[config.mk]
export PLATFORM = sky130hd
export DESIGN_NAME = gauss_5x5_filter_flat
export DESIGN_NICKNAME = d
export VERILOG_FILES = /design/src/rtl/gauss_5x5_filter_pkg.sv /design/src/rtl/gauss_5x5_filter_if.sv /design/src/rtl/gauss_5x5_filter_5tap.sv /design/src/rtl/gauss_5x5_filter.sv /design/src/flat_wrapper.sv
export SDC_FILE = /design/constraint.sdc
export NUM_CORES = 1
export LEC_CHECK = 0
export ABC_AREA = 1
export BUFFER_PORTS_ARGS = -buffer_cell sky130_fd_sc_hd__buf_2
export CORE_MARGIN = 1.5
export CORE_UTILIZATION = 40
export CTS_CLUSTER_DIAMETER = 40
export DETAILED_ROUTE_END_ITERATION = 12
export GPL_ROUTABILITY_DRIVEN = 0
export PLACE_DENSITY = 0.69
export SKIP_LAST_GASP = 1
export SLEW_MARGIN = 40
export SYNTH_ARGS = -nofsm -noshare
export SYNTH_HDL_FRONTEND = slang
export SYNTH_SLANG_ARGS = --single-unit
[constraint.sdc]
create_clock -name clock -period 4.35 [get_ports clock]
set_clock_uncertainty 0.1 [all_clocks]
set_input_delay 0.435 -clock clock [delete_from_list [all_inputs] [get_ports clock]]
set_output_delay 0.435 -clock clock [all_outputs]
set_load 0.02 [all_outputs]
[src/rtl/gauss_5x5_filter_pkg.sv]
// Shared constants and state type for the
// 5x5 binomial filter.
package gauss_5x5_pkg;

  localparam int LATENCY = 3;
  localparam int ROUND   = 128;
  localparam int SHIFT   = 8;

  typedef enum logic [1:0] {
    UNSYNC = 2'd0,
    BLANK  = 2'd1,
    LINE   = 2'd2
  } state_t;

endpackage

[src/rtl/gauss_5x5_filter_if.sv]
// Window-in / pixel-out bundle between the
// window generator, the filter and its consumer.
interface gauss_5x5_filter_if #(
  parameter int DSIZE = 16
);

  logic               invs;
  logic               inde;
  logic [25*DSIZE-1:0] inwin;
  logic               outvs;
  logic               outde;
  logic [DSIZE-1:0]   outdata;
  logic               line_err;

  modport master (
    output invs, inde, inwin,
    input  outvs, outde, outdata, line_err
  );

  modport slave (
    input  invs, inde, inwin,
    output outvs, outde, outdata, line_err
  );

endinterface

[src/rtl/gauss_5x5_filter_5tap.sv]
// Registered 1-4-6-4-1 tap sum, built from
// shifts and adds.
module gauss_5tap #(
  parameter int IW = 16
) (
  input  logic          clock,
  input  logic          rst_n,
  input  logic [IW-1:0] i_a,
  input  logic [IW-1:0] i_b,
  input  logic [IW-1:0] i_c,
  input  logic [IW-1:0] i_d,
  input  logic [IW-1:0] i_e,
  output logic [IW+3:0] o_y
);

  localparam int OW = IW + 4;

  logic [OW-1:0] w_a;
  logic [OW-1:0] w_b;
  logic [OW-1:0] w_c;
  logic [OW-1:0] w_d;
  logic [OW-1:0] w_e;
  logic [OW-1:0] w_sum;
  logic [OW-1:0] r_y;

  assign w_a = OW'(i_a);
  assign w_b = OW'(i_b);
  assign w_c = OW'(i_c);
  assign w_d = OW'(i_d);
  assign w_e = OW'(i_e);

  assign w_sum = w_a
               + (w_b << 2)
               + (w_c << 2)
               + (w_c << 1)
               + (w_d << 2)
               + w_e;

  always_ff @(posedge clock or negedge rst_n) begin
    if (!rst_n) begin
      r_y <= '0;
    end else begin
      r_y <= w_sum;
    end
  end

  assign o_y = r_y;

endmodule

[src/rtl/gauss_5x5_filter.sv]
// Separable 5x5 binomial filter with border
// pass-through and per-frame line-length check.
module gauss_5x5_filter #(
  parameter int DSIZE        = 16,
  parameter int VIDEO_WIDTH  = 1920,
  parameter int VIDEO_HEIGHT = 1080
) (
  input logic clock,
  input logic rst_n,
  gauss_5x5_filter_if.slave bus
);

  import gauss_5x5_pkg::*;

  localparam int CW = $clog2(VIDEO_WIDTH + 1);
  localparam int RW = $clog2(VIDEO_HEIGHT);
  localparam int VW = DSIZE + 4;
  localparam int HW = DSIZE + 8;

  localparam logic [CW-1:0] COL_LEN = CW'(VIDEO_WIDTH);
  localparam logic [CW-1:0] COL_HI  = CW'(VIDEO_WIDTH - 3);
  localparam logic [CW-1:0] COL_SAT = '1;
  localparam logic [RW-1:0] ROW_HI  = RW'(VIDEO_HEIGHT - 3);
  localparam logic [RW-1:0] ROW_MAX = RW'(VIDEO_HEIGHT - 1);

  state_t r_state;
  state_t w_next;

  logic          r_vs_d;
  logic          r_de_d;
  logic [CW-1:0] r_col;
  logic [RW-1:0] r_row;
  logic          r_err;

  logic          w_vs_rise;
  logic          w_de_rise;
  logic          w_de_fall;
  logic [CW-1:0] w_col;
  logic [RW-1:0] w_row;
  logic          w_unsync;
  logic          w_err_set;
  logic          w_border;

  logic             r_b1, r_b2;
  logic [DSIZE-1:0] r_c1, r_c2;
  logic             r_de1, r_de2, r_de3;
  logic             r_vs1, r_vs2, r_vs3;
  logic [DSIZE-1:0] r_out;

  logic [VW-1:0]    w_v [5];
  logic [HW-1:0]    w_h;
  logic [DSIZE-1:0] w_filt;
  logic [DSIZE-1:0] w_ctr;

  assign w_vs_rise = bus.invs & ~r_vs_d;
  assign w_de_rise = bus.inde & ~r_de_d;
  assign w_de_fall = ~bus.inde & r_de_d;

  assign w_col = w_de_rise ? '0 : r_col;
  assign w_row = w_vs_rise ? '0 : r_row;

  always_ff @(posedge clock or negedge rst_n) begin
    if (!rst_n) begin
      r_state <= UNSYNC;
    end else begin
      r_state <= w_next;
    end
  end

  always_comb begin
    w_next = r_state;
    if (w_vs_rise) begin
      w_next = w_de_rise ? LINE : BLANK;
    end else begin
      unique case (r_state)
        BLANK:   if (w_de_rise) w_next = LINE;
        LINE:    if (w_de_fall) w_next = BLANK;
        default: w_next = r_state;
      endcase
    end
  end

  always_comb begin
    w_unsync  = (r_state == UNSYNC);
    w_err_set = !w_unsync && w_de_fall
             && (r_col != COL_LEN);
  end

  always_ff @(posedge clock or negedge rst_n) begin
    if (!rst_n) begin
      r_vs_d <= 1'b0;
      r_de_d <= 1'b0;
      r_col  <= '0;
      r_row  <= '0;
      r_err  <= 1'b0;
    end else begin
      r_vs_d <= bus.invs;
      r_de_d <= bus.inde;
      if (bus.inde) begin
        r_col <= (w_col == COL_SAT) ?
                 w_col : w_col + CW'(1);
      end
      if (w_vs_rise) begin
        r_row <= '0;
      end else if (w_de_fall && r_row != ROW_MAX) begin
        r_row <= r_row + RW'(1);
      end
      if (w_vs_rise) begin
        r_err <= 1'b0;
      end else if (w_err_set) begin
        r_err <= 1'b1;
      end
    end
  end

  // Until the first vsync the row is unknown,
  // so every pixel is handled as border.
  assign w_border = w_unsync
                  | (w_col < CW'(2))
                  | (w_col > COL_HI)
                  | (w_row < RW'(2))
                  | (w_row > ROW_HI);

  assign w_ctr = bus.inwin[12*DSIZE +: DSIZE];

  for (genvar c = 0; c < 5; c++) begin : g_vert
    gauss_5tap #(.IW(DSIZE)) u_v (
      .clock (clock),
      .rst_n (rst_n),
      .i_a   (bus.inwin[(0*5+c)*DSIZE +: DSIZE]),
      .i_b   (bus.inwin[(1*5+c)*DSIZE +: DSIZE]),
      .i_c   (bus.inwin[(2*5+c)*DSIZE +: DSIZE]),
      .i_d   (bus.inwin[(3*5+c)*DSIZE +: DSIZE]),
      .i_e   (bus.inwin[(4*5+c)*DSIZE +: DSIZE]),
      .o_y   (w_v[c])
    );
  end

  gauss_5tap #(.IW(VW)) u_h (
    .clock (clock),
    .rst_n (rst_n),
    .i_a   (w_v[0]),
    .i_b   (w_v[1]),
    .i_c   (w_v[2]),
    .i_d   (w_v[3]),
    .i_e   (w_v[4]),
    .o_y   (w_h)
  );

  assign w_filt = DSIZE'((w_h + HW'(ROUND)) >> SHIFT);

  always_ff @(posedge clock or negedge rst_n) begin
    if (!rst_n) begin
      r_b1  <= 1'b0;
      r_b2  <= 1'b0;
      r_c1  <= '0;
      r_c2  <= '0;
      r_de1 <= 1'b0;
      r_de2 <= 1'b0;
      r_de3 <= 1'b0;
      r_vs1 <= 1'b0;
      r_vs2 <= 1'b0;
      r_vs3 <= 1'b0;
      r_out <= '0;
    end else begin
      r_b1  <= w_border;
      r_b2  <= r_b1;
      r_c1  <= w_ctr;
      r_c2  <= r_c1;
      r_de1 <= bus.inde;
      r_de2 <= r_de1;
      r_de3 <= r_de2;
      r_vs1 <= bus.invs;
      r_vs2 <= r_vs1;
      r_vs3 <= r_vs2;
      r_out <= r_b2 ? r_c2 : w_filt;
    end
  end

  assign bus.outvs    = r_vs3;
  assign bus.outde    = r_de3;
  assign bus.outdata  = r_out;
  assign bus.line_err = r_err;

endmodule

[src/flat_wrapper.sv]
// flat-port wrapper written by rule: the top's interface ports become plain ports
module gauss_5x5_filter_flat import gauss_5x5_pkg::*;
#(
  parameter int DSIZE        = 16,
  parameter int VIDEO_WIDTH  = 1920,
  parameter int VIDEO_HEIGHT = 1080
)
  (clock, rst_n, bus_invs, bus_inde, bus_inwin, bus_outvs, bus_outde, bus_outdata, bus_line_err);
  gauss_5x5_filter_if #(.DSIZE(DSIZE)) bus_i ();
  input logic clock;
  input logic rst_n;
  input wire logic [$bits(bus_i.invs)-1:0] bus_invs;
  input wire logic [$bits(bus_i.inde)-1:0] bus_inde;
  input wire logic [$bits(bus_i.inwin)-1:0] bus_inwin;
  output wire logic [$bits(bus_i.outvs)-1:0] bus_outvs;
  output wire logic [$bits(bus_i.outde)-1:0] bus_outde;
  output wire logic [$bits(bus_i.outdata)-1:0] bus_outdata;
  output wire logic [$bits(bus_i.line_err)-1:0] bus_line_err;
  assign bus_i.invs = bus_invs;
  assign bus_i.inde = bus_inde;
  assign bus_i.inwin = bus_inwin;
  assign bus_outvs = bus_i.outvs;
  assign bus_outde = bus_i.outde;
  assign bus_outdata = bus_i.outdata;
  assign bus_line_err = bus_i.line_err;
  gauss_5x5_filter #(.DSIZE(DSIZE), .VIDEO_WIDTH(VIDEO_WIDTH), .VIDEO_HEIGHT(VIDEO_HEIGHT)) u_core (.clock(clock), .rst_n(rst_n), .bus(bus_i));
endmodule
-- After elaboration in Yosys (flattened, before gate mapping)
Cells that the tools add are included.
- register bits after elaboration: 205
- bits in latches: 0
- memory bits (read-only): 0
- memory bits (writable): 0
- memories kept: 0
- input bits: 404
- order comparisons: 4
- $add $sub $neg: 33
- multiply operators: 0
- shifts and indexed selects: 0
- bitwise logic cells: 10
- reduce and logical (&&, ||, !) cells: 9
- equality and inequality tests: 7
- divide/modulo/power cells: 0
- mux-type cells: 13
- operators with widths (cell ; number):
    adder 19 x 18 -> 20 bit ; 5
    adder 20 x 16 -> 20 bit ; 5
    adder 20 x 17 -> 20 bit ; 5
    adder 20 x 18 -> 20 bit ; 5
    adder 16 x 18 -> 19 bit ; 5
    two-way mux 11 bit ; 5
    adder 23 x 22 -> 24 bit ; 1
    adder 24 x 20 -> 24 bit ; 1
    adder 24 x 21 -> 24 bit ; 1
    adder 24 x 22 -> 24 bit ; 1
    adder 24 x 8 -> 24 bit, second input constant ; 1
    adder 20 x 22 -> 23 bit ; 1
    adder 11 x 1 -> 11 bit, second input constant ; 2
    greater-than comparator 11 bit, second input constant ; 2
    < comparator 11 x 2 -> 1 bit, second input constant ; 2
    != test 11 bit, second input constant ; 2
    two-way mux 16 bit ; 1
    == test 11 bit, second input constant ; 1
    two-way mux 2 bit ; 4
    != test 3 x 1 -> 1 bit, second input constant ; 2
    bitwise OR 1 bit ; 4
    case mux 2 bit (2 select lines) ; 1
    nonzero test 2 bit ; 2
    bitwise AND 1 bit ; 3
    9 further kinds ; 14

-- Logic depth before layout (Yosys ltp)
Gate-level depths: netlist of run 1.
- depth after elaboration: 8
- depth in mapped cells: 20
- gate-level depth less buffers: 20

-- Cells and area by module
Synthesis of run 1 repeated with hierarchy kept, for this count alone.
- cells, all modules: 3160
- area, all modules: 24848.8 um2
- by module, submodules not included (module ; area an instance (um2) ; instances ; cells an instance):
    gauss_5tap at u_core.g_vert[1].u_v ... ; 3395.8 ; 3 ; 442
    gauss_5tap at u_core.u_h ; 4206.5 ; 1 ; 530
    gauss_5x5_filter ; 3679.8 ; 1 ; 420
    gauss_5tap at u_core.g_vert[4].u_v ; 3393.3 ; 1 ; 442
    gauss_5tap at u_core.g_vert[0].u_v ; 3382.0 ; 1 ; 442

-- Worst setup path before layout of run 1
Ideal clock, no wire load.
- path kind: in2reg
- from: in bus_inwin[210]
- to: reg u_core.g_vert[3].u_v.r_y[13]
- arrival time: 3.458 ns
- required time: 4.133 ns
- stages: 16
- library setup time: 0.117 ns
- setup slack: 0.675 ns
- cells stage by stage: inv_1 > fa_1 > inv_1 > fa_1 > fa_1 > ha_1 > inv_1 > fa_1 > o21ai_0 > nand2_1 > nand2_1 > nand2_1 > nand2_1 > nand2_1 > nand3_1 > nand2_1
- word-level cells in the longest chain between the ends: 4
- RTL lines (what ; RTL line ; RTL):
    start, declared ; flat_wrapper.sv:14 ; input wire logic [$bits(bus_i.inwin)-1:0] bus_inwin;
    adder 19 x 18 -> 20 bit ; gauss_5x5_filter_5tap.sv:34 ; + (w_c << 2)
    adder 20 x 17 -> 20 bit (*) ; gauss_5x5_filter_5tap.sv:35 ; + (w_c << 1)
    adder 20 x 18 -> 20 bit (*) ; gauss_5x5_filter_5tap.sv:36 ; + (w_d << 2)
    adder 20 x 16 -> 20 bit (*) ; gauss_5x5_filter_5tap.sv:37 ; + w_e;
    via u_core.g_vert[3].u_v.w_sum[13] ; gauss_5x5_filter_5tap.sv:23 ; logic [OW-1:0] w_sum;
    end signal, assigned ; gauss_5x5_filter_5tap.sv:43 ; r_y <= w_sum;
    end, declared ; gauss_5x5_filter_5tap.sv:24 ; logic [OW-1:0] r_y;
The timed path passes the listed nets; every way through them passes the cells marked *.
A chain may end at the register's enable or synchronous reset.

-- Worst setup path after layout of run 1
- from: in bus_inwin[194]
- to: reg u_core.g_vert[2].u_v.r_y[19]
- word-level cells in the longest chain between the ends: 4
- RTL lines (what ; RTL line):
    adder 19 x 18 -> 20 bit ; gauss_5x5_filter_5tap.sv:34
    adder 20 x 17 -> 20 bit (*) ; gauss_5x5_filter_5tap.sv:35
    adder 20 x 18 -> 20 bit (*) ; gauss_5x5_filter_5tap.sv:36
    adder 20 x 16 -> 20 bit (*) ; gauss_5x5_filter_5tap.sv:37
    via u_core.g_vert[2].u_v.w_sum[19] ; gauss_5x5_filter_5tap.sv:23
    end signal, assigned ; gauss_5x5_filter_5tap.sv:43
    end, declared ; gauss_5x5_filter_5tap.sv:24
Marks and branches as above.

==> results of run 1 <==
-- registers in the layout, summed over array words and instances (netlist names) --
name,cells
u_core.r_vs_d,1
u_core.r_c2,16
u_core.r_c1,16
u_core.r_row,11
u_core.bus.outvs,1
u_core.r_vs2,1
u_core.r_state,2
u_core.u_h.o_y,17
u_core.r_b2,1
u_core.bus.line_err,1
u_core.r_de2,1
u_core.r_col,11
u_core.g_vert.u_v.o_y,100
u_core.r_de_d,1
u_core.bus.outde,1
u_core.r_b1,1
u_core.bus.outdata,16
-- timing repair --
| action | 4_1_cts | 5_1_grt |
|---|---|---|
| hold buffers | 7 | 0 |
| endpoints found under the hold margin | 94 | 0 |
| endpoints found under the setup margin | 0 | 3 |
| resized for setup | 0 | 2 |
| buffers inserted | 0 | 0 |
-- worst max-delay path: cells and delay by family --
kind / cells / cell delay [ns]
adder cells (fa/ha/maj): 5 / 2.29
buffers and inverters: 5 / 0.86
AND/OR/NAND/NOR: 7 / 0.60
AO/OA/AOI/OAI: 1 / 0.19
-- cell type report --
type | count | area share (%)
flip-flops and latches | 198 | 18.9
clock buffers | 19 | 1.69
diodes | 2 | 0.0191
inverters | 894 | 12.8
well taps | 748 | 3.57
multi-input cells | 1489 | 53.9
clock inverters | 13 | 0.692
repair buffers | 431 | 8.46
-- logic make-up (layout without fill, tap and decap cells) --
family	count (synthesis)	after routing	share of synthesized area, %
buffers and inverters	901	1357	15.1
and+or+nand+nor	667	667	12.7
adders and majority gates	520	520	41.7
AOI/OAI and AO/OA	223	223	5.37
DFF	198	198	22.0
xor gates and xnor gates	79	79	3.08
other	0	2	0
-- through the flow --
| stage | cells | utilization [%] | area [sq um] | hold WS, ns | setup WS, ns |
|---|---|---|---|---|---|
| after global routing | 3793 | 47.4 | 26200 | 0.00318 | 0.0102 |
| after global placement | 3753 | 46.1 | 25500 | 0.233 | 0.291 |
| after CTS | 3792 | 47.4 | 26200 | 0.00633 | 0.112 |
| final | 3794 | 47.4 | 26200 | 0.0253 | 0.203 |
| after detailed placement | 3753 | 46.1 | 25500 | 0.235 | 0.206 |
| after floorplan | 2588 | - | 22500 | 0.0394 | 0.675 |
-- metal layers --
layer | vias to the layer above | wire (microns)
met4 | 2 | 1210
li1 | 8379 | -
met5 | - | 12
met2 | 348 | 27000
met3 | 53 | 1830
met1 | 8147 | 22200
-- synth_stat cells, drive strengths merged (7+ instances only) --
| cell | n |
|---|---|
| nor3 | 29 |
| o31ai | 7 |
| ha | 139 |
| a21oi | 118 |
| fa | 381 |
| xnor2 | 20 |
| nand2 | 374 |
| a21o | 9 |
| a31oi | 7 |
| inv | 894 |
| o21ai | 65 |
| nand3 | 101 |
| xor2 | 59 |
| o21bai | 11 |
| dfrtp | 198 |
| nand4 | 27 |
| nor2 | 123 |
-- final timing paths --
path / end / start / slack (ns)
worst max-delay path: u_core.g_vert[2].u_v.o_y[19]$_DFF_PN0_ / bus_inwin[194] / 0.20
worst min register to register: u_core.r_b2$_DFF_PN0_ / u_core.r_b1$_DFF_PN0_ / 0.25
worst min-delay path: u_core.r_c1[8]$_DFF_PN0_ / bus_inwin[200] / 0.03
max in group asynchronous: u_core.bus.outdata[5]$_DFF_PN0_ / rst_n / 2.69
min in group asynchronous: u_core.r_col[3]$_DFFE_PN0P_ / rst_n / 0.47
worst max register to register: u_core.u_h.o_y[14]$_DFF_PN0_ / u_core.g_vert[2].u_v.o_y[6]$_DFF_PN0_ / 0.77
==> results.txt, run 1 <==
Ys async rst share - 100%
Fmax - 241 MHz
Crit path DAT - 4.38 ns
Gr busiest metal - met2
Post-route ant nets - 0
Mapped cell area - 0.0225 sq mm
Most common cell after layout, fill and taps aside - inv_1
Met1 usage - 24.1%
Gr usage total - 19.1%
Top fanout value on the critical path - 3
Hold Vio Cnt, Final - 0
Startpoint types - input port
Most used DFF post-synth - dfrtp_1
Yosys cell types - 40
Synth top area share - 33.9%
Die area - 0.0576 sq mm
CTS sink count - 198
# DRC - 0
Vias - 16,900
CTS buffer count - 17
Max incr delay on CP - 0.56 ns
Post-synthesis sequential area ratio - 22.0%
Ratio of cells with drive above 1 in the final layout - 15.6%
Syn_area_per_cell - 8.68 sq um
H-Tree Depth - 4
Critical Path Most Common Cell - nand2_1
Number of flops mapped to enable cells by yosys - 0
Root buffer cell - clkbuf_16
Slowest cell on crit path - fa_1
Worst R2R Path Depth - 14
Tmin final - 4.15 ns
Layout area overhead - 16.7%
Core area - 0.0553 sq mm
DRT Pass-1 Iters - 5
Register area - 0.00495 sq mm
Clock latency on the worst-skew pair - 0.45 ns
RSZ-0062 raised after global routing - no
Fin. max-slew vios - 0
IO buf count - 422
Crit. End Element - flop
Layout Nets - 3,955
Clk slew on worst S/H paths - 0.08 ns
Worst Path Required - 4.59 ns
Total gr overflow - 0
Syn nets - 3,512
M3 GR Usage - 1.99%
Hold depth - 1
Height of the die - 240 microns
Worst-Margin Slew - 0.745 ns
Via-per-instance ratio - 4.46
Most frequent cells in the layout - inv_1, buf_2, fa_1
Area contributors post-synth - fa_1, dfrtp_1, inv_1
Critical path type - in -> reg
Initial antenna violation count - 2
Iter 0 DRT Violations - 828
Final setup vio count - 0
HP Class - in -> reg
CP Cell Sequence - dlygate4sd3_1 > buf_2 > inv_1 > fa_1 > inv_1 > fa_1 > fa_1 > ha_1 > inv_1 > fa_1 > o21ai_2 > nand2_1 > nand2_1 > nand2_1 > nand2_1 > nand2_1 > nand3_1 > nand2_1
Period utilisation layout - 95.3%
Slew HR - 50.3%
Fillers - 5,415
Dpl hpwl - 47,000 microns
Largest net degree at the start of global routing - 91
Number of max-cap violations - 0
TritonCTS clock tree - built
GR Util met2 - 34.3%
Area of the multi-input gates - 0.0141 sq mm
Initial Util - 40.6%
FP Rows - 86
WL per Instance - 13.8 microns
CTS max path bufs - 2
Status - complete, no violations
Vias in the first global route - 17,800
Die Wd - 240 microns
Global-route wire length before repair - 85,700 microns
Syn. warnings - 0
Fin Setup TNS - 0 ns
Register bit total from synthesis - 198
Io pins - 423
Area leader, netlist - fa_1
Routed WL - 52,300 microns
Syn Inst Count - 2,588
Power of run 1 is left out: the tool's default activity adds up to more than one toggle a clock period on the data nets, which glitch-free logic cannot reach.
==> inputs of run 2 (changes only) <==
--- a/config.mk
+++ b/config.mk
@@ -9,12 +9,12 @@
 export BUFFER_PORTS_ARGS = -buffer_cell sky130_fd_sc_hd__buf_2
 export CORE_MARGIN = 1.5
 export CORE_UTILIZATION = 40
-export CTS_CLUSTER_DIAMETER = 40
 export DETAILED_ROUTE_END_ITERATION = 12
 export GPL_ROUTABILITY_DRIVEN = 0
-export PLACE_DENSITY = 0.69
+export PLACE_DENSITY = 0.68
 export SKIP_LAST_GASP = 1
 export SLEW_MARGIN = 40
 export SYNTH_ARGS = -nofsm -noshare
 export SYNTH_HDL_FRONTEND = slang
+export SYNTH_HIERARCHICAL = 1
 export SYNTH_SLANG_ARGS = --single-unit
==> results.txt, run 2 <==
Syn. warnings - 6 (was 0)
Vias in the first global route - 19,900 (was 17,800)
Core area - 0.0606 sq mm (was 0.0553 sq mm)
IO buf count - 422 (unchanged)
H-Tree Depth - 4 (unchanged)
Top fanout value on the critical path - 3 (unchanged)
# DRC - 0 (unchanged)
Syn_area_per_cell - 7.82 sq um (was 8.68 sq um)
M3 GR Usage - 1.87% (was 1.99%)
Dpl hpwl - 51,300 microns (was 47,000 microns)
Die Wd - 251 microns (was 240 microns)
DRT Pass-1 Iters - 7 (was 5)
RSZ-0062 raised after global routing - no (unchanged)
Syn Inst Count - 3,151 (was 2,588)
WL per Instance - 12.9 microns (was 13.8 microns)
Ratio of cells with drive above 1 in the final layout - 16.6% (was 15.6%)
Status - complete, no violations (unchanged)
Startpoint types - input port (unchanged)
Largest net degree at the start of global routing - 97 (was 91)
Post-cts resize count - 0 (unchanged)
Hold Vio Cnt, Final - 0 (unchanged)
Initial Util - 40.7% (was 40.6%)
Most common cell after layout, fill and taps aside - inv_1 (unchanged)
Area of the multi-input gates - 0.0149 sq mm (was 0.0141 sq mm)
Iter 0 DRT Violations - 709 (was 828)
Clock latency on the worst-skew pair - 0.46 ns (was 0.45 ns)
Fin. max-slew vios - 0 (unchanged)
CTS buffer count - 17 (unchanged)
FP Rows - 90 (was 86)
Post-CTS Hold Fix Bufs - 9 (was 7)
Gr busiest metal - met2 (unchanged)
Tmin final - 3.83 ns (was 4.15 ns)
TritonCTS clock tree - built (unchanged)
Worst Path Required - 4.59 ns (about the same)
Fmax - 261 MHz (was 241 MHz)
Most frequent cells in the layout - inv_1, nand2_1, buf_2 (was inv_1, buf_2, fa_1)
Crit path DAT - 4.07 ns (was 4.38 ns)
Vias - 18,900 (was 16,900)
Period utilisation layout - 88.0% (was 95.3%)
Fillers - 6,130 (was 5,415)
Routed WL - 56,800 microns (was 52,300 microns)
Crit. End Element - flop (unchanged)
Global-route wire length before repair - 95,400 microns (was 85,700 microns)
Root buffer cell - clkbuf_16 (unchanged)
Initial antenna violation count - 2 (unchanged)
Mapped cell area - 0.0247 sq mm (was 0.0225 sq mm)
CTS max path bufs - 2 (unchanged)
Post-route ant nets - 0 (unchanged)
Via-per-instance ratio - 4.30 (was 4.46)
Fin Setup TNS - 0 ns (unchanged)
Io pins - 423 (unchanged)
Worst-Margin Slew - 0.785 ns (was 0.745 ns)
GR Util met2 - 35.6% (was 34.3%)
Height of the die - 251 microns (was 240 microns)
Clk slew on worst S/H paths - 0.07 ns (was 0.08 ns)
Gr usage total - 19.1% (about the same)
CTS sink count - 198 (unchanged)
Layout Nets - 4,519 (was 3,955)
Register area - 0.00495 sq mm (unchanged)
Critical path type - in -> reg (unchanged)
Largest register FFs - 100 (unchanged)
Layout area overhead - 15.1% (was 16.7%)
Total gr overflow - 0 (unchanged)
Syn nets - 4,077 (was 3,512)
Setup Buffers After CTS - 0 (unchanged)
Die area - 0.0631 sq mm (was 0.0576 sq mm)
Final setup vio count - 0 (unchanged)
Slew HR - 47.7% (was 50.3%)
Number of max-cap violations - 0 (unchanged)
HP Class - in -> reg (unchanged)
Met1 usage - 23.5% (was 24.1%)
[run 2: stage by stage]
stage                     utilization (%)  hold WS, ns  setup slack (ns)  area, sq um  instances
final                                46.9       0.0221             0.524        28400       4388
after global routing                 46.9      0.00569             0.334        28400       4388
after CTS                            46.8     0.000374             0.551        28400       4386
after detailed placement             45.7        0.235             0.606        27700       4346
after global placement               45.7        0.232             0.629        27700       4346
after floorplan                         -       0.0394             0.984        24700       3151
[run 2: final cells by class]
cell class / count / share of cell area, %
multi-input cells: 1677 / 52.4
inverters: 1265 / 16.7
flip-flops and latches: 198 / 17.5
well taps: 782 / 3.45
clock inverters: 11 / 0.339
diodes: 1 / 0.00881
repair buffers: 434 / 7.99
clock buffers: 20 / 1.61
[run 2: routing by layer]
layer,vias to the layer above,routed length [microns]
met4,0,1020
met2,317,29600
met1,8966,24500
met5,-,0
li1,9542,-
met3,56,1600
[run 2: final timing paths]
path,from,to,slack (ns),depth (start not counted)
worst max register to register,u_core/g_vert[2].u_v/o_y[1]$_DFF_PN0_,u_core/u_h/o_y[17]$_DFF_PN0_,0.66,15
max in group asynchronous,rst_n,u_core/g_vert[2].u_v/o_y[18]$_DFF_PN0_,3.11,3
min in group asynchronous,rst_n,u_core/bus.outvs$_DFF_PN0_,0.31,2
worst min-delay path,bus_inwin[205],u_core/r_c1[13]$_DFF_PN0_,0.02,1
worst max-delay path,bus_inwin[194],u_core/g_vert[2].u_v/o_y[19]$_DFF_PN0_,0.52,17
worst min register to register,u_core/r_c1[11]$_DFF_PN0_,u_core/r_c2[11]$_DFF_PN0_,0.25,0
[run 2: critical path, cell delays in order]
cell and delay [ns]:
dlygate4sd3_1 0.54, buf_2 0.11, inv_1 0.06, fa_1 0.54, inv_1 0.05, fa_1 0.47
fa_1 0.50, ha_1 0.25, fa_1 0.50, nand2_1 0.10, nand2_1 0.10, nand3_2 0.10
nand2_2 0.07, nand2_1 0.09, nand2_1 0.05, nand2_1 0.06, nand2_1 0.05
Power of run 2 is left out for the same reason.
==> inputs of run 3 (changes only) <==
--- a/config.mk
+++ b/config.mk
@@ -8,10 +8,10 @@
 export ABC_AREA = 1
 export BUFFER_PORTS_ARGS = -buffer_cell sky130_fd_sc_hd__buf_2
 export CORE_MARGIN = 1.5
-export CORE_UTILIZATION = 40
+export CORE_UTILIZATION = 35
 export DETAILED_ROUTE_END_ITERATION = 12
 export GPL_ROUTABILITY_DRIVEN = 0
-export PLACE_DENSITY = 0.68
+export PLACE_DENSITY = 0.62
 export SKIP_LAST_GASP = 1
 export SLEW_MARGIN = 40
 export SYNTH_ARGS = -nofsm -noshare
==> results.txt, run 3 (synthesis gave the netlist of run 2 again) <==
RSZ-0062 raised after global routing - no (unchanged)
Global-route wire length before repair - 96,300 microns (was 95,400 microns)
TritonCTS clock tree - built (unchanged)
Initial Util - 35.3% (was 40.7%)
Top fanout value on the critical path - 3 (unchanged)
Hold Vio Cnt, Final - 0 (unchanged)
Layout area overhead - 16.4% (was 15.1%)
Via-per-instance ratio - 4.13 (was 4.30)
Ratio of cells with drive above 1 in the final layout - 16.6% (about the same)
Height of the die - 268 microns (was 251 microns)
R2r startpoint - u_core/g_vert[2].u_v/o_y[1]$_DFF_PN0_ (unchanged)
HP Class - in -> reg (unchanged)
Vias in the first global route - 19,900 (about the same)
Reg2reg end - u_core/u_h/o_y[17]$_DFF_PN0_ (unchanged)
WL per Instance - 12.8 microns (was 12.9 microns)
Core area - 0.0699 sq mm (was 0.0606 sq mm)
Critical path type - in -> reg (unchanged)
Hold Path Origin - bus_inwin[206] (was bus_inwin[205])
Crit. End Element - flop (unchanged)
Iter 0 DRT Violations - 814 (was 709)
Gr usage total - 17.2% (was 19.1%)
Tmin final - 3.80 ns (was 3.83 ns)
Slew HR - 46.2% (was 47.7%)
Worst Path Required - 4.63 ns (was 4.59 ns)
Final setup vio count - 0 (unchanged)
Die Wd - 268 microns (was 251 microns)
Root buffer cell - clkbuf_16 (unchanged)
Startpoint types - input port (unchanged)
Fmax - 263 MHz (was 261 MHz)
Clk slew on worst S/H paths - 0.07 ns (about the same)
DRT Pass-1 Iters - 5 (was 7)
Worst-Margin Slew - 0.808 ns (was 0.785 ns)
Clock latency on the worst-skew pair - 0.49 ns (was 0.46 ns)
Status - complete, no violations (unchanged)
Die area - 0.0720 sq mm (was 0.0631 sq mm)
FF-to-FF setup slack - 0.73 ns (was 0.66 ns)
Total gr overflow - 0 (unchanged)
Largest register FFs - 100 (unchanged)
IO buf count - 422 (unchanged)
Register area - 0.00495 sq mm (unchanged)
Fillers - 7,230 (was 6,130)
# DRC - 0 (unchanged)
Layout Nets - 4,525 (was 4,519)
CTS max path bufs - 2 (unchanged)
Hold endpoint - u_core/r_c1[14]$_DFF_PN0_ (was u_core/r_c1[13]$_DFF_PN0_)
Most frequent cells in the layout - inv_1, nand2_1, buf_2 (unchanged)
Worst R2R Path Depth - 15 (unchanged)
Largest net degree at the start of global routing - 90 (was 97)
Period utilisation layout - 87.3% (was 88.0%)
Fin. max-slew vios - 0 (unchanged)
Hold depth - 1 (unchanged)
Io pins - 423 (unchanged)
H-Tree Depth - 4 (unchanged)
Post-route ant nets - 0 (unchanged)
FP Rows - 97 (was 90)
N_diodes - 0 (was 1)
Routed WL - 58,300 microns (was 56,800 microns)
CTS sink count - 198 (unchanged)
Fin Setup TNS - 0 ns (unchanged)
Initial antenna violation count - 5 (was 2)
Number of max-cap violations - 0 (unchanged)
Dpl hpwl - 52,500 microns (was 51,300 microns)
CTS buffer count - 17 (unchanged)
Crit path DAT - 4.07 ns (about the same)
Most common cell after layout, fill and taps aside - inv_1 (unchanged)
Area of the multi-input gates - 0.0149 sq mm (unchanged)
Vias - 18,800 (was 18,900)
## run 3: cell count changes in the layout (fill, tap and decap cells not counted), sizes merged, moves of 3 or more
| cell | previous run | this run |
|---|---|---|
| inv | 1268 | 1271 |
| dlygate4sd3 | 9 | 16 |
| bufinv | 0 | 3 |
| clkbuf | 20 | 17 |
## run 3: final cells by class
cell class	instances	area share [%]
Inverter	1265	16.5
Timing Repair Buffer	440	8.04
Clock buffer	17	1.48
Multi-Input combinational cell	1677	51.8
Clock inverter	15	0.741
Sequential cell	198	17.3
Tap cell	940	4.10
## run 3: worst max-delay path: stages
cell and delay (ns):
dlygate4sd3_1 0.53, buf_2 0.11, inv_1 0.10, fa_1 0.55
inv_1 0.05, fa_1 0.48, inv_1 0.06, fa_1 0.53
inv_1 0.07, fa_1 0.53, nand2_1 0.10, nand2_1 0.11
nand3b_1 0.12, nand2_2 0.07, nand2_1 0.08, nand2_1 0.05
nand2_1 0.05, nand2_1 0.05
## run 3: how the worst max path moves through the flow
stage / start / end / slack [ns]
6_report: bus_inwin[195] / u_core/g_vert[2].u_v/o_y[13]$_DFF_PN0_ / 0.55
4_1_cts: bus_inwin[195] / u_core/g_vert[2].u_v/o_y[17]$_DFF_PN0_ / 0.58
2_1_floorplan: bus_inwin[20] / u_core/g_vert[1].u_v/o_y[17]$_DFF_PN0_ / 0.98
3_5_place_dp: bus_inwin[177] / u_core/g_vert[1].u_v/o_y[17]$_DFF_PN0_ / 0.55
5_1_grt: bus_inwin[195] / u_core/g_vert[2].u_v/o_y[15]$_DFF_PN0_ / 0.32
3_3_place_gp: bus_inwin[177] / u_core/g_vert[1].u_v/o_y[17]$_DFF_PN0_ / 0.60
## run 3: what timing repair did
item	4_1_cts	5_1_grt
buffers inserted	0	0
resized for setup	0	0
endpoints found under the setup margin	0	0
hold endpoints to repair	102	0
hold buffers	16	0
## run 3: metal layers
metal / vias up / global-route usage [%] / routed length (microns)
met5: - / 0 / 8
met4: 2 / 4.90 / 1360
met3: 60 / 2.57 / 2250
met2: 358 / 31.5 / 29900
met1: 8811 / 20.9 / 24800
li1: 9562 / - / -
## run 3: through the flow
step                      cell area [sq um]  std cells  util [%]  worst slack (ns)  hold slack, ns
after global placement                27900       4504      39.9             0.603           0.232
after global routing                  28700       4552      41.1             0.320          0.0224
after floorplan                       24700       3151         -             0.984          0.0394
after CTS                             28700       4552      41.1             0.578         0.00997
final                                 28700       4552      41.1             0.553          0.0456
after detailed placement              27900       4504      39.9             0.549           0.235
Power of run 3 is left out for the same reason.
